File: config.mk
export PLATFORM = sky130hd
export DESIGN_NAME = request_dispatcher
export DESIGN_NICKNAME = d
export VERILOG_FILES = /design/src/rtl/request_dispatcher.sv
export SDC_FILE = /design/constraint.sdc
export NUM_CORES = 1
export LEC_CHECK = 0
export CAP_MARGIN = 30
export CORE_MARGIN = 10
export CORE_UTILIZATION = 45
export CTS_CLUSTER_DIAMETER = 80
export CTS_CLUSTER_SIZE = 25
export DETAILED_ROUTE_END_ITERATION = 10
export HOLD_SLACK_MARGIN = 0.12
export PLACE_DENSITY_LB_ADDON = 0.1
export SLEW_MARGIN = 10
export SYNTH_ARGS = -nofsm -noshare
export SYNTH_HDL_FRONTEND = slang
export SYNTH_SLANG_ARGS = --single-unit
File: constraint.sdc
create_clock -name clock -period 5.2 [get_ports clock]
set_input_delay 1.56 -clock clock [delete_from_list [all_inputs] [get_ports clock]]
set_output_delay 1.56 -clock clock [all_outputs]
set_load 0.1 [all_outputs]
File: src/rtl/request_dispatcher.sv
// Registered 1-to-N demux: one beat per cycle into a per-lane holding register.
// Optional per-lane delivered-beat counters under DISPATCHER_COUNT_EN.
module request_dispatcher #(
  parameter int OUTPUTS   = 8,
  parameter int DATA_SIZE = 8,
  localparam int IW       = $clog2(OUTPUTS)
) (
  input  logic                 clock,
  input  logic                 reset,
  input  logic                 in_valid,
  output logic                 in_ready,
  input  logic [IW-1:0]        in_index,
  input  logic [DATA_SIZE-1:0] in_data,
  output logic [OUTPUTS-1:0]   out_valid,
  input  logic [OUTPUTS-1:0]   out_ready,
  output logic [DATA_SIZE-1:0] out_data [OUTPUTS]
`ifdef DISPATCHER_COUNT_EN
  ,
  output logic [15:0]          out_count [OUTPUTS]
`endif
);

  logic [OUTPUTS-1:0]   full_q, full_d;
  logic [DATA_SIZE-1:0] data_q [OUTPUTS];
  logic [DATA_SIZE-1:0] data_d [OUTPUTS];
  logic [OUTPUTS-1:0]   deliver;
  logic                 accept;

  // Ready looks only at the indexed lane, never at in_valid or in_data.
  always_comb begin
    in_ready = !full_q[in_index] || out_ready[in_index];
  end

  always_comb begin
    accept  = in_valid && in_ready;
    deliver = full_q & out_ready;
  end

  // A load on the same edge as a delivery wins, keeping the lane full.
  always_comb begin
    full_d = full_q & ~deliver;
    data_d = data_q;
    if (accept) begin
      full_d[in_index] = 1'b1;
      data_d[in_index] = in_data;
    end
  end

  always_ff @(posedge clock or posedge reset) begin
    if (reset) begin
      full_q <= '0;
      for (int i = 0; i < OUTPUTS; i++) begin
        data_q[i] <= '0;
      end
    end else begin
      full_q <= full_d;
      data_q <= data_d;
    end
  end

  always_comb begin
    out_valid = full_q;
    for (int i = 0; i < OUTPUTS; i++) begin
      out_data[i] = full_q[i] ? data_q[i] : '0;
    end
  end

`ifdef DISPATCHER_COUNT_EN
  logic [15:0] cnt_q [OUTPUTS];
  logic [15:0] cnt_d [OUTPUTS];

  // Saturating counters: stick at 0xFFFF.
  always_comb begin
    for (int i = 0; i < OUTPUTS; i++) begin
      cnt_d[i] = cnt_q[i];
      if (deliver[i] && cnt_q[i] != 16'hFFFF) begin
        cnt_d[i] = cnt_q[i] + 16'd1;
      end
    end
  end

  always_ff @(posedge clock or posedge reset) begin
    if (reset) begin
      for (int i = 0; i < OUTPUTS; i++) begin
        cnt_q[i] <= '0;
      end
    end else begin
      cnt_q <= cnt_d;
    end
  end

  always_comb begin
    out_count = cnt_q;
  end
`endif

endmodule

## Word-level counts from Yosys, hierarchy flattened

Cells that the tools add are included.

| storage, ports and cells | value |
|---|---|
| logic and storage cells | 41 |
| bits in registers | 72 |
| input port bits | 22 |

| cells by class | value |
|---|---|
| $lt $le $gt $ge | 4 |
| reduce and logical (&&, ||, !) cells | 5 |
| bitwise logic cells | 5 |
| mux-type cells | 18 |

Operators by type and width:

| operator | number |
|---|---|
| $mux 8 | 10 |
| $bwmux 64 | 1 |
| $demux 8 s3 | 1 |
| $and 8x8->8 | 2 |
| $not 8->8 | 1 |
| $or 8x8->8 | 1 |
| $bmux 1 s3 | 2 |
| $ge 4x4->1 const B | 1 |
| $lt 3x4->1 const B | 1 |
| $lt 4x1->1 const B | 1 |
| $not 3->4 | 1 |
| $demux 1 s3 | 1 |
| $ge 3x1->1 const B | 1 |
| $logic_and 1x1->1 | 3 |
| $mux 1 | 3 |
| $logic_not 1->1 | 1 |
| $logic_or 1x1->1 | 1 |

## Logic depth before layout (Yosys ltp)

| logic depth | value |
|---|---|
| word-level depth | 6 |
| mapped depth | 7 |
| depth with buffers taken out | 5 |

## Least setup slack after synthesis

Ideal clock, no wire load.

| timing | value |
|---|---|
| kind | input -> output |
| start | in in_index[1] |
| end | out in_ready |
| required time | 3.640 ns |
| slack | -0.178 ns |
| stages on the path | 6 |
| path buffers | 1 |
| arrival time | 3.818 ns |
| cell sequence | buf_6 > mux2i_1 > nor2_1 > a31oi_1 > mux2i_1 > o221ai_1 |

| between the ends | value |
|---|---|
| cells in the longest elaborated chain, start to end | 4 |
| elaborated cells on any way between the ends | 6 |
| classes of those cells | mux: 4; reduce/logical: 2 |

RTL lines:

| element | line | text |
|---|---|---|
| from (decl) | 12 | `input logic [IW-1:0] in_index,` |
| $bmux 1 s3 | 31 | `in_ready = !full_q[in_index] \|\| out_ready[in_index];` |
| $mux 1 (implied by the code) | 31 |  |
| $logic_not 1->1 | 31 |  |
| $logic_or 1x1->1 * | 31 |  |
| to (decl) | 11 | `output logic in_ready,` |

Every way passes the cells marked *; elsewhere a longest branch is shown, timed or not. The select of a mux whose other input is x is not followed.

## Worst setup path in the final report

Same ends and word-level chain as after synthesis.

==> results.md <==
* Run status: finished clean
* Hold WS at 0.4993 ns
* WS Path Type: primary input to output pin
* Max Fanout on Critical Path at 7
* CTS tree: yes
* Die Y at 106.9 um
* Max Freq at 201.5 MHz
* Peak supply drop at 0.1832 mV
* Pwr Density at 368.0 nW/um2
* Via-to-Cell Ratio at 5.046
* Final-report setup violation count at 0
* Area Growth Syn to Fin at 38.86%
* Clock latency on the worst-skew pair at 0.34 ns
* Syn_nets at 292
* Clk pin slew, worst setup/hold paths at 0.08 ns
* Final worst path period need at 4.962 ns
* IO Pins at 95
* Area of the die at 11,420 um2
* DP Wirelength at 6.345 mm
* Endpoint type of the worst setup path: output pin
* Worst Tran Pin Value at 0.9927 ns
* Initial antenna violation count at 0
* Headroom to the max-slew limit at 0.3362
* RSZ-0062 raised after global routing: false
* Diode count at 0
* Initial drt markers at 51
* Core region area at 7292 um2
* Routed wire length at 8.767 mm
* Fin. Hold Viols at 0
* Reg power frac at 0.428
* Clk sink count at 72
* P_int at 1147 uW
* Sw Ratio at 0.3391
* Pins over their slew limit at 0
* Antenna Nets Post-Route at 0
* Cell Area, Synth at 3397 um2
* Seq cells post-synth at 72
* Initial Utilization at 0.4659
* CP required at 3.64 ns
* Total grt overflow at 0
* Sequential share of the synthesized area at 0.5304
* Post-synth EDFFs at 0
* FP Rows at 31
* Total negative setup slack at 0 ns
* Synth Area per Inst at 12.58 um2
* First-pass GRT wire length at 13.81 mm
* Ys flop type: dfrtp_1
* Pleak at 0.001992 uW
* Max clock buf depth at 2
* CTS resizes at 0
* Final Skew at 0.007481 ns
* Clock share of power at 0.282
* Period utilization at 0.9543
* Reg-to-reg slack, setup at 3.03 ns
* Htree depth at 3
* Inserted Clock Buffers at 9
* Synth top area cells: dfrtp_1 (53%), mux2_2 (22%), and2_1 (12%)
* DR DRC count at 0
* Syn Inst Count at 270
* Pin count of the biggest net entering global routing at 27
* Nets@finish at 396
* Net switching power at 588.7 uW
* Layout cells sized above 1 at 0.2586
* Yosys warnings at 0
* Area leader, netlist: dfrtp_1
* Port Buffers at 94
* Number of post-CTS setup repair buffers at 0
* WP data arrival at 3.40 ns
* Worst setup SP type: primary input
* Global placer's final weighted congestion at 0.8653
* Worst hold path type: register to register
* Vias in the first global route at 2,554
* DR pass1 iterations at 4
* WL/cell at 18.34 um
* Max Cap Violations at 0
* Comb pwr share at 0.290
* Share of flip-flops with an asynchronous set or reset at 1.000
* Die X at 106.9 um
* GRT Util Overall at 0.1558
* DR vias at 2,412
* Post-CTS Hold Fix Bufs at 0
* Synth top area share at 0.5304
* Distinct cell type count after synthesis at 33
* Root Buffer: clkbuf_8
area by class of cell:
cell class                      instances  area [um2]
Clock inverter                          5       80.08
Multi-Input combinational cell        182        1528
Tap cell                               99       123.9
Sequential cell                        72        1802
Fill cell                             618        2575
Clock buffer                           11       141.4
Inverter                                9       33.78
Timing Repair Buffer                  100        1008
sequential cells by signal (all words and copies together) (netlist names):
name / count
data_q: 64
out_valid: 8
final timing paths:
| check | to | cells past startpoint | from |
|---|---|---|---|
| max | in_ready | 7 | in_index[1] |
| min | data_q[9]$_DFFE_PP0P_ | 1 | data_q[9]$_DFFE_PP0P_ |
| max reg2reg | data_q[61]$_DFFE_PP0P_ | 6 | out_valid[0]$_DFF_PP0_ |
| min reg2reg | data_q[9]$_DFFE_PP0P_ | 1 | data_q[9]$_DFFE_PP0P_ |
| max in group asynchronous | data_q[23]$_DFFE_PP0P_ | 4 | reset |
| min in group asynchronous | data_q[49]$_DFFE_PP0P_ | 2 | reset |
placed cells by master, fill, tap and decap left out, drive strengths merged:
cell type,count
a311oi,1
nor3b,1
nand2,4
clkdlybuf4s50,93
clkbuf,11
nand3,4
bufinv,2
clkinv,1
o21ai,8
and2,65
a21o,4
o22ai,1
o2111ai,1
a21oi,3
dfrtp,72
mux2,65
inv,9
o31a,1
a2bb2oi,1
buf,7
nor4b,1
a31oi,1
a211o,1
mux2i,4
nand4,1
o221ai,1
o2bb2ai,1
clkinvlp,2
nor3,1
o211ai,2
nand2b,3
nor2,3
nor2b,4
routing by layer:
metal | GRT usage | part of all wire | vias up
li1 | - | - | 1142
met3 | 0.05150 | 0.069 | 8
met2 | 0.2511 | 0.47 | 71
met1 | 0.1897 | 0.45 | 1191
met4 | 0.05803 | 0.010 | 0
met5 | 0 | 0 | -
stage by stage:
| stage | setup WS (ns) | total power [uW] | instance area (um2) | utilization | instances |
|---|---|---|---|---|---|
| 6_report | 0.2377 | 1736 | 4717 | 0.6469 | 478 |
| 5_1_grt | 0.08189 | 1810 | 4717 | 0.6469 | 478 |
| 4_1_cts | 0.2420 | 1753 | 4717 | 0.6469 | 478 |
| 3_5_place_dp | 0.2407 | 1262 | 4496 | 0.6165 | 462 |
| 3_3_place_gp | 0.2828 | 1246 | 4476 | 0.6138 | 461 |
| 2_1_floorplan | 0.4547 | 1124 | 3403 | - | 270 |
worst max-delay path, stage by stage:
cell and delay (ns):
clkdlybuf4s50_1 0.64, mux2i_1 0.26, nor2_1 0.08, a31oi_1 0.26
mux2i_1 0.14, o221ai_2 0.23, buf_12 0.21
Yosys cell counts (2+ instances only):
master,number
a21o_1,4
a21oi_2,2
and2_1,65
buf_2,5
dfrtp_1,72
inv_1,9
mux2_2,65
mux2i_1,4
nand2_1,4
nand2b_1,3
nand3_1,4
nor2_1,2
nor2b_1,4
o211ai_2,2
o21ai_0,7
kinds of logic (layout without fill, tap and decap cells):
logic type	count (synthesis)	after routing	share of synthesized area
simple gates	87	87	0.1595
flops	72	72	0.5304
mux	69	69	0.2273
compound gates	26	26	0.06114
buf+inv	16	125	0.02173
power groups by stage:
stage	registers [uW]	clock network (uW)	logic, uW
after floorplan	759	0	365
after global placement	748	0	498
after detailed placement	755	0	507
after CTS	745	499	508
after global routing	762	520	528
final	743	490	503
No activity file was read; power rests on OpenSTA's default activity.
